$ cat config.mk
export PLATFORM = sky130hd
export DESIGN_NAME = ser_mul
export DESIGN_NICKNAME = d
export VERILOG_FILES = /design/src/rtl/mul_pkg.sv /design/src/rtl/ser_mul_sign_abs.sv /design/src/rtl/ser_mul.sv
export SDC_FILE = /design/constraint.sdc
export NUM_CORES = 1
export LEC_CHECK = 0
export BUFFER_PORTS_ARGS = -buffer_cell sky130_fd_sc_hd__buf_2
export CORE_ASPECT_RATIO = 1.2
export CORE_UTILIZATION = 50
export DETAILED_ROUTE_END_ITERATION = 12
export PLACE_DENSITY_LB_ADDON = 0.1
export RECOVER_POWER = 100
export SETUP_SLACK_MARGIN = 0.5
export SKIP_LAST_GASP = 1
export SYNTH_ARGS = -nofsm -noshare
export SYNTH_HDL_FRONTEND = slang
export SYNTH_SLANG_ARGS = --single-unit
$ cat constraint.sdc
create_clock -name i_clk -period 2.81 [get_ports i_clk]
set_clock_uncertainty 0.2 [all_clocks]
set_input_delay 0.1405 -clock i_clk [delete_from_list [all_inputs] [get_ports i_clk]]
set_output_delay 0.1405 -clock i_clk [all_outputs]
set_load 0.01 [all_outputs]
$ cat src/rtl/mul_pkg.sv
`default_nettype none
// ============================================================================
//  Module   : mul_pkg
//  Brief    : Shared state encoding and counter sizing for the serial multiplier.
//  Revision : 1.0
// ============================================================================
package mul_pkg;

    localparam int DEF_WIDTH = 32;
    localparam int CNT_W     = $clog2(DEF_WIDTH);

    typedef enum logic [1:0] {
        IDLE = 2'd0,
        CALC = 2'd1,
        DONE = 2'd2
    } mul_state_e;

endpackage : mul_pkg
`default_nettype wire

$ cat src/rtl/ser_mul_sign_abs.sv
`default_nettype none
// ============================================================================
//  Module   : sign_abs
//  Brief    : Conditional two's-complement magnitude and sign extraction.
//  Revision : 1.0
// ============================================================================
module sign_abs #(
    parameter int WIDTH = 32
) (
    input  logic [WIDTH-1:0] i_x,
    input  logic             i_is_signed,
    output logic [WIDTH-1:0] o_abs,
    output logic             o_neg
);

    logic w_neg;

    // Negating the most negative value yields 2^(WIDTH-1), still correct as unsigned.
    assign w_neg = i_is_signed & i_x[WIDTH-1];
    assign o_neg = w_neg;
    assign o_abs = w_neg ? (~i_x + {{(WIDTH-1){1'b0}}, 1'b1}) : i_x;

endmodule : sign_abs
`default_nettype wire

$ cat src/rtl/ser_mul.sv
`default_nettype none
// ============================================================================
//  Module   : ser_mul
//  Brief    : Radix-2 shift-add multiplier producing the full 2*WIDTH product.
//  Revision : 1.0
// ============================================================================
module ser_mul
    import mul_pkg::*;
#(
    parameter int WIDTH = DEF_WIDTH
) (
    input  logic             i_clk,
    input  logic             i_rst,
    input  logic             i_flush,
    input  logic             i_start,
    input  logic             i_a_signed,
    input  logic             i_b_signed,
    input  logic [WIDTH-1:0] i_op_a,
    input  logic [WIDTH-1:0] i_op_b,
    output logic             o_busy,
    output logic             o_end_valid,
    output logic [WIDTH-1:0] o_product_lo,
    output logic [WIDTH-1:0] o_product_hi
);

    localparam int            CW         = $clog2(WIDTH);
    localparam logic [CW-1:0] c_cnt_init = CW'(WIDTH - 1);

    mul_state_e         r_state;
    mul_state_e         w_next_state;
    logic [CW-1:0]      r_cnt;
    logic [2*WIDTH-1:0] r_acc;
    logic [WIDTH-1:0]   r_mcand;
    logic [WIDTH-1:0]   r_mplier;
    logic               r_neg;
    logic               r_end_valid;
    logic [WIDTH-1:0]   r_prod_lo;
    logic [WIDTH-1:0]   r_prod_hi;

    logic [WIDTH-1:0]   w_abs_a;
    logic [WIDTH-1:0]   w_abs_b;
    logic               w_neg_a;
    logic               w_neg_b;
    logic [WIDTH:0]     w_sum;
    logic [2*WIDTH-1:0] w_final;

    sign_abs #(.WIDTH(WIDTH)) u_abs_a (
        .i_x         (i_op_a),
        .i_is_signed (i_a_signed),
        .o_abs       (w_abs_a),
        .o_neg       (w_neg_a)
    );

    sign_abs #(.WIDTH(WIDTH)) u_abs_b (
        .i_x         (i_op_b),
        .i_is_signed (i_b_signed),
        .o_abs       (w_abs_b),
        .o_neg       (w_neg_b)
    );

    assign w_sum   = {1'b0, r_acc[2*WIDTH-1:WIDTH]}
                   + (r_mplier[0] ? {1'b0, r_mcand} : {(WIDTH+1){1'b0}});
    // A zero magnitude negates back to zero, so no special case is needed.
    assign w_final = r_neg ? (~r_acc + {{(2*WIDTH-1){1'b0}}, 1'b1}) : r_acc;

    always_comb begin
        w_next_state = r_state;
        if (i_flush) begin
            w_next_state = IDLE;
        end else begin
            case (r_state)
                IDLE:    if (i_start) w_next_state = CALC;
                CALC:    if (r_cnt == '0) w_next_state = DONE;
                DONE:    w_next_state = IDLE;
                default: w_next_state = IDLE;
            endcase
        end
    end

    always_ff @(posedge i_clk) begin
        if (!i_rst) begin
            r_state     <= IDLE;
            r_cnt       <= '0;
            r_acc       <= '0;
            r_mcand     <= '0;
            r_mplier    <= '0;
            r_neg       <= 1'b0;
            r_end_valid <= 1'b0;
            r_prod_lo   <= '0;
            r_prod_hi   <= '0;
        end else begin
            r_state     <= w_next_state;
            r_end_valid <= 1'b0;
            if (i_flush) begin
                r_cnt     <= '0;
                r_prod_lo <= '0;
                r_prod_hi <= '0;
            end else begin
                case (r_state)
                    IDLE: begin
                        if (i_start) begin
                            r_mcand  <= w_abs_a;
                            r_mplier <= w_abs_b;
                            r_neg    <= w_neg_a ^ w_neg_b;
                            r_acc    <= '0;
                            r_cnt    <= c_cnt_init;
                        end
                    end
                    CALC: begin
                        r_acc    <= {w_sum, r_acc[WIDTH-1:1]};
                        r_mplier <= r_mplier >> 1;
                        if (r_cnt != '0) r_cnt <= r_cnt - 1'b1;
                    end
                    DONE: begin
                        r_prod_lo   <= w_final[WIDTH-1:0];
                        r_prod_hi   <= w_final[2*WIDTH-1:WIDTH];
                        r_end_valid <= 1'b1;
                    end
                    default: ;
                endcase
            end
        end
    end

    assign o_busy       = (r_state != IDLE);
    assign o_end_valid  = r_end_valid;
    assign o_product_lo = r_prod_lo;
    assign o_product_hi = r_prod_hi;

endmodule : ser_mul
`default_nettype wire
==> metrics.csv, run 1 <==
stage,metric,value,unit
global_route,grt_pass1_wl,58400,µm
sta,whs,22.6,ps
critical_path,slowest_stage,or4_4,
synthesis,ys_warn_count,0,
synthesis,synth_fp_nets,1653,
global_route,antenna_found_initial,0,
sta,rsz0062_at_grt,yes,
die,io_pins,136,
synthesis,synth_area,11900,µm²
finish,layout.cells.non_filler,2178,
pwr,peakVddDrop,0.331,mV
finish,fillers,1854,
cts,cts_buffers,22,
critical_path,path_delay_family,simple AND/OR/NAND/NOR gates,
synthesis,yosysTopAreaCellShare,33.8,%
route,drtAntennaViolNets,0,
sta,period_needed,2870,ps
cts,clkLatencyLatePin,520,ps
sta,slew_headroom,-11.7,%
critical_path,slowest_delay,490,ps
synthesis,synthCells,1545,
global_route,grt_max_degree,84,
min_path,hp-class,input pin to register,
cts,cts-root-buf,clkbuf_16,
cts,cts_max_level,1,
critical_path,critPathBufInv,1,
sta,min_period_over_period,102,%
flow_run,maxCapViolCount,1,
synthesis,synthArstFlopShare,0,%
placed_design,hpwl,24700,µm
sta,timing.final.max_slew_violations,82,
sta,hold_violations,0,
synthesis,synth_edf_count,0,
global_route,gr-total-overflow,0,
synthesis,netlist-cell-type-count,74,
critical_path,cp.arrival,3070,ps
global_route,grt_use_met2,50.9,%
cts,cts_tree,done,
global_route,busiest_layer,met2,
finish,final_util,70.4,%
sta,finalWorstSetupSlack,-58.8,ps
global_route,grt_use_met3,2.24,%
die,rows,61,
placed_design,gp_congestion,0.890,
critical_path,worstPathRequired,3010,ps
synthesis,avgSynthCellArea,7.71,µm²
cts,clockBufferDepth,3,
pwr,total_leakage_power,6.47,nW
finish,post-route-cell-area,16400,µm²
placed_design,numPortBuffers,135,
global_route,grt_util_met1,38.9,%
global_route,grt_pass1_vias,11600,
die,die-area,24400,µm²
sta,finalSetupViolations,4,
die,initial_core_util,51.1,%
route,vias,12500,
finish,layout-drive-gt1-share,23.7,%
critical_path,cp-start-kind,register,
critical_path,critPathKind,register to register,
route,first_pass_iters,5,
pwr,powerDensity,420,nW/µm²
die,die_w,143,µm
global_route,grt_usage,29.4,%
route,drc,0,
synthesis,synth_top_area_cell,dfxtp_1,
synthesis,yosysSeqAreaShare,33.8,%
route,avgRoutedWirePerCell,17.2,µm
critical_path,crit_fanout,8,
sta,clock.fmax,0.349,GHz
route,drt_iter0_markers,749,
synthesis,synth_ff_type,dfxtp_1,
cts,cts_sinks,201,
sta,setup_tns,-96.6,ps
sta,tightest_slew,1680,ps
outcome,status,"complete, but fails checks",
pwr,power,6.89,mW
synthesis,synth_most_common_cell,dfxtp_1,
cts,cts.clk_slew.worst_paths,60,ps
finish,nNetsFinal,1955,
placed_design,pre_cts_slack,-251,ps
placed_design,place_inst,2008,
critical_path,crit_chain,buf_6 > and2_4 > ha_4 > and3_4 > nor2b_4 > or4_4 > o21bai_2 > a2111oi_4 > or3_1 > a32o_1,
route,wl,37400,µm
die,core_area,23300,µm²
outcome,violations,"max-capacitance violations, max-slew violations, negative setup slack",
synthesis,synth_common_cells,"dfxtp_1 (201), nor2_1 (182), nand2_1 (157)",
finish,syn2layout_area_growth,37.7,%
critical_path,end_kind,register,
synthesis,synth_area_leaders,"dfxtp_1 (34%), xor2_1 (5.9%), nor2_1 (5.7%)",
route,avgViaCountPerCell,5.74,
placed_design,dpl_cell_area,13800,µm²
synthesis,synth-seq-cells,201,
die,dieHeight,171,µm
finish,num_antenna_cells,0,
-- layout make-up --
cell class / instances / area, µm² / area share [%]
sequential: 201 / 4040 / 24.6
tap: 315 / 394 / 2.40
clock buffer: 32 / 618 / 3.77
timing repair buffer: 374 / 2650 / 16.1
multi-input combinational: 1226 / 8460 / 51.6
clock inverter: 8 / 151 / 0.924
inverter: 22 / 82.6 / 0.504
-- layout by cell type, fill, tap and decap left out, types with 11 or more instances in the layout --
cell type | Yosys | final
a21oi_1 | 135 | 122
o31ai_1 | 28 | 22
buf_2 | 1 | 68
a22oi_1 | 11 | 11
o21ai_0 | 99 | 63
xor2_1 | 80 | 79
nor3_1 | 39 | 33
dfxtp_1 | 201 | 192
ha_4 | 0 | 15
dlygate4sd3_1 | 0 | 82
nand2_1 | 157 | 144
or3_1 | 25 | 20
clkbuf_16 | 0 | 22
ha_1 | 37 | 19
and2_1 | 33 | 20
nor2_1 | 182 | 173
o21ai_1 | 28 | 50
a31oi_1 | 14 | 14
buf_4 | 0 | 123
clkbuf_1 | 91 | 81
and3_1 | 35 | 34
xnor2_1 | 53 | 43
and2_4 | 0 | 12
buf_6 | 0 | 15
inv_1 | 21 | 17
nand4_1 | 16 | 16
o211ai_1 | 15 | 15
nand3_1 | 50 | 46
a211oi_1 | 40 | 37
-- layer usage --
layer  share of wire [%]  wire, µm
met1                  45     16700
met2                  49     18200
met3                 4.5      1670
met4                 2.2       811
met5                   0         0
-- sequential cells by signal (all words and copies together) (netlist names) --
register	flops
r_state	2
o_product_lo	32
r_acc	64
o_product_hi	32
r_mcand	32
r_cnt	5
o_end_valid	1
r_mplier	32
r_neg	1
-- timing repair --
action | 4_1_cts | 5_1_grt
hold endpoints to repair | 81 | 2
hold buffers | 83 | 2
gates resized for setup | 143 | 82
setup endpoints to repair | 69 | 105
buffers inserted | 32 | 15
gates cloned | 0 | 0
pin swaps | 72 | 57
-- final timing paths --
path	startpoint	end	slack, ps	cells past startpoint
hold / removal	i_op_a[13]	r_mcand[17]	20	5
setup reg to reg	r_mplier[0]	r_acc[62]	-60	10
setup / recovery	r_mplier[0]	r_acc[62]	-60	10
hold reg to reg	o_product_hi[29]	o_product_hi[29]	240	2
-- cell families after synthesis --
kind of cell	share of synthesized area, %
AOI/OAI and AO/OA	23.4
xor gates and xnor gates	9.78
adders and majority gates	4.06
buffers and inverters	3.73
DFF	33.8
muxes	0.336
and+or+nand+nor	24.9
-- tightest hold or removal path, stage by stage --
cell and delay (ps):
buf_2 100, or4_1 90, o21ai_0 90, xor2_1 170, a211oi_1 90
-- where the power goes --
part           internal [mW]  switching, mW  leakage (nW)
Sequential              2.93         0.0613          1.63
Clock                   1.90           1.17         0.376
Combinational          0.361          0.466          4.45
Power figures use the tool's default switching activity.
==> run 2: changes to the inputs <==
--- a/config.mk
+++ b/config.mk
@@ -12,6 +12,7 @@
 export PLACE_DENSITY_LB_ADDON = 0.1
 export RECOVER_POWER = 100
 export SETUP_SLACK_MARGIN = 0.5
+export SKIP_CTS_REPAIR_TIMING = 1
 export SKIP_LAST_GASP = 1
 export SYNTH_ARGS = -nofsm -noshare
 export SYNTH_HDL_FRONTEND = slang
==> run 2 against run 1 <==
Against the previous run:
- worst hold slack got worse by 86 ps
- count of clock-buffer cells in the layout did not move
- clock power barely moved
- the flow finishes with violations (negative hold slack, max-capacitance violations, max-slew violations, negative setup slack)
- wire length fell by 3.6%
- sequential cell count did not move
- critical path depth rose by 2
- register-to-register slack improved by 40 ps
- largest cell class unchanged
- highest routed layer unchanged
==> metrics.csv, run 2 (synthesis gave the netlist of run 1 again) <==
stage,metric,value,unit,change
sta,timing.final.max_slew_violations,82,,unchanged
sta,tightest_slew,1510,ps,-162 ps
outcome,status,"complete, but fails checks",,
finish,syn2layout_area_growth,36.4,%,
min_path,whs_endpoint,r_mplier[19],,
pwr,p_sw,1.68,mW,-1.1%
pwr,peakVddDrop,0.326,mV,-1.6%
global_route,grt_pass1_wl,53500,µm,-8.4%
sta,min_period_over_period,101,%,-1.4 points
finish,largest_reg_flops,64,,unchanged
route,vias,12200,,-2.1%
die,die_w,143,µm,unchanged
die,io_pins,136,,unchanged
cts,cts_buffers,22,,unchanged
pwr,powerDensity,421,nW/µm²,+0.31%
critical_path,critPathKind,register to register,,
pwr,comb_power_share,11.6,%,-0.4 points
sta,finalSetupViolations,2,,-2
global_route,grt_max_degree,84,,unchanged
finish,layout_commonest_cell,dfxtp_1,,
min_path,min-delay-start,i_op_b[18],,
route,drtAntennaViolNets,0,,unchanged
cts,cts-root-buf,clkbuf_16,,
placed_design,place_inst,2008,,unchanged
placed_design,gp_congestion,0.890,,unchanged
route,drc,0,,unchanged
flow_run,maxCapViolCount,1,,unchanged
finish,regMostFlops,r_acc,,
critical_path,crit_fanout,8,,unchanged
cts,cts_tree,done,,
cts,cts_max_level,1,,unchanged
sta,finalWorstSetupSlack,-20.5,ps,+38.3 ps
global_route,grt_usage,26.9,%,-2.5 points
finish,layout.cells.non_filler,2151,,-1.2%
finish,final_cell_mix,"dfxtp_1 (190), nor2_1 (171), nand2_1 (149)",,
critical_path,end_kind,register,,
sta,slew_headroom,-0.953,%,+11 points
route,avgViaCountPerCell,5.69,,-0.90%
die,die-area,24400,µm²,unchanged
cts,clkLatencyLatePin,520,ps,about the same
pwr,seqPwrFrac,43.7,%,+0.3 points
cts,clockBufferDepth,3,,unchanged
critical_path,ff2ff_setup_slack,-20,ps,+40 ps
die,initial_core_util,51.1,%,unchanged
critical_path,worstPathRequired,3020,ps,about the same
route,wl,36100,µm,-3.6%
finish,num_antenna_cells,0,,unchanged
placed_design,numPortBuffers,135,,unchanged
critical_path,cp-start-kind,register,,
critical_path,r2r_start,r_mplier[0],,
global_route,grt_pass1_vias,10600,,-9.1%
global_route,antenna_found_initial,0,,unchanged
min_path,hp-class,input pin to register,,
route,avgRoutedWirePerCell,16.8,µm,-2.4%
die,core_area,23300,µm²,unchanged
pwr,pwr-share-clk,44.8,%,+0.2 points
cts,cts_sinks,201,,unchanged
min_path,whs_path_depth,5,,unchanged
global_route,gr-total-overflow,0,,unchanged
finish,nNetsFinal,1928,,-1.4%
critical_path,rr_worst_depth,12,,+2
outcome,violations,"negative hold slack, max-capacitance violations, max-slew violations, negative setup slack",,
sta,clock.fmax,0.353,GHz,+1.4%
pwr,switching_share,24.6,%,-0.12 points
critical_path,cp.arrival,3040,ps,-30 ps
sta,hold_violations,12,,+12
critical_path,rr_endpoint,r_acc[54],,
cts,cts.clk_slew.worst_paths,60,ps,about the same
placed_design,hpwl,24700,µm,unchanged
sta,period_needed,2830,ps,-38.3 ps
pwr,total_leakage_power,6.38,nW,-1.4%
die,dieHeight,171,µm,unchanged
pwr,internal_power,5.16,mW,-0.44%
pwr,power,6.84,mW,-0.60%
sta,rsz0062_at_grt,yes,,
die,rows,61,,unchanged
finish,layout-drive-gt1-share,23.6,%,-0.14 points
route,first_pass_iters,5,,unchanged
sta,whs,-63.1,ps,-85.7 ps
route,drt_iter0_markers,708,,-5.5%
## run 2: changes by cell type in the layout (fill, tap and decap cells not counted), moves of 4 or more
cell	before	now
dlygate4sd3_1	82	68
nand2_1	144	149
o21ai_0	63	67
clkbuf_2	5	1
clkbuf_1	81	76
## run 2: final cells by class
class / instances / area [µm²]
inverter: 22 / 82.6
fill: 1890 / 7040
tap: 315 / 394
clock buffer: 32 / 618
clock inverter: 8 / 151
sequential: 201 / 4040
timing repair buffer: 347 / 2410
multi-input combinational: 1226 / 8540
## run 2: how the worst max path moves through the flow
stage / startpoint / endpoint / slack [ps] / cells past startpoint
floorplan: r_mplier[0] / r_acc[62] / 50 / 10
global placement: r_acc[40] / o_product_hi[31] / -230 / 7
detailed placement: r_acc[40] / o_product_hi[31] / -250 / 7
CTS: r_acc[41] / o_product_hi[31] / -260 / 7
global route: r_acc[1] / o_product_hi[30] / -100 / 10
finish: r_mplier[0] / r_acc[54] / -20 / 12
## run 2: power groups by stage
stage | logic (mW) | clock network [mW] | registers (mW)
6_report | 0.791 | 3.07 | 2.99
5_1_grt | 0.867 | 3.23 | 2.99
4_1_cts | 0.673 | 3.11 | 2.99
3_5_place_dp | 0.670 | 0 | 3.05
3_3_place_gp | 0.660 | 0 | 3.05
2_1_floorplan | 0.452 | 0 | 3.02
## run 2: metal layers
layer	vias up	part of all wire, %	global-route usage, %
met5	-	0	0
met4	0	2.1	6.97
met3	59	4.2	2.04
met2	344	48	45.1
met1	5735	45	37.1
li1	6105	-	-
## run 2: metrics by stage
stage,TNS [ps],setup slack [ps],cell area (µm²),util (%),hold slack (ps)
floorplan,0,49.0,12200,-,76.5
global placement,-302,-230,13800,59.1,230
detailed placement,-475,-251,13800,59.1,232
CTS,-578,-261,14500,62.4,-304
global route,-760,-99.7,16200,69.8,0.0518
finish,-38.7,-20.5,16200,69.8,-63.1
## run 2: worst max-delay path, cell delays in order, from the launching register on
cell and delay [ps]:
dfxtp_4 380, buf_6 140, buf_6 100, and2_4 140, ha_4 280, nor2_2 40
or3_4 380, o21bai_4 200, buf_6 120, a21o_1 210, buf_4 140, a21o_1 160
a32o_1 230
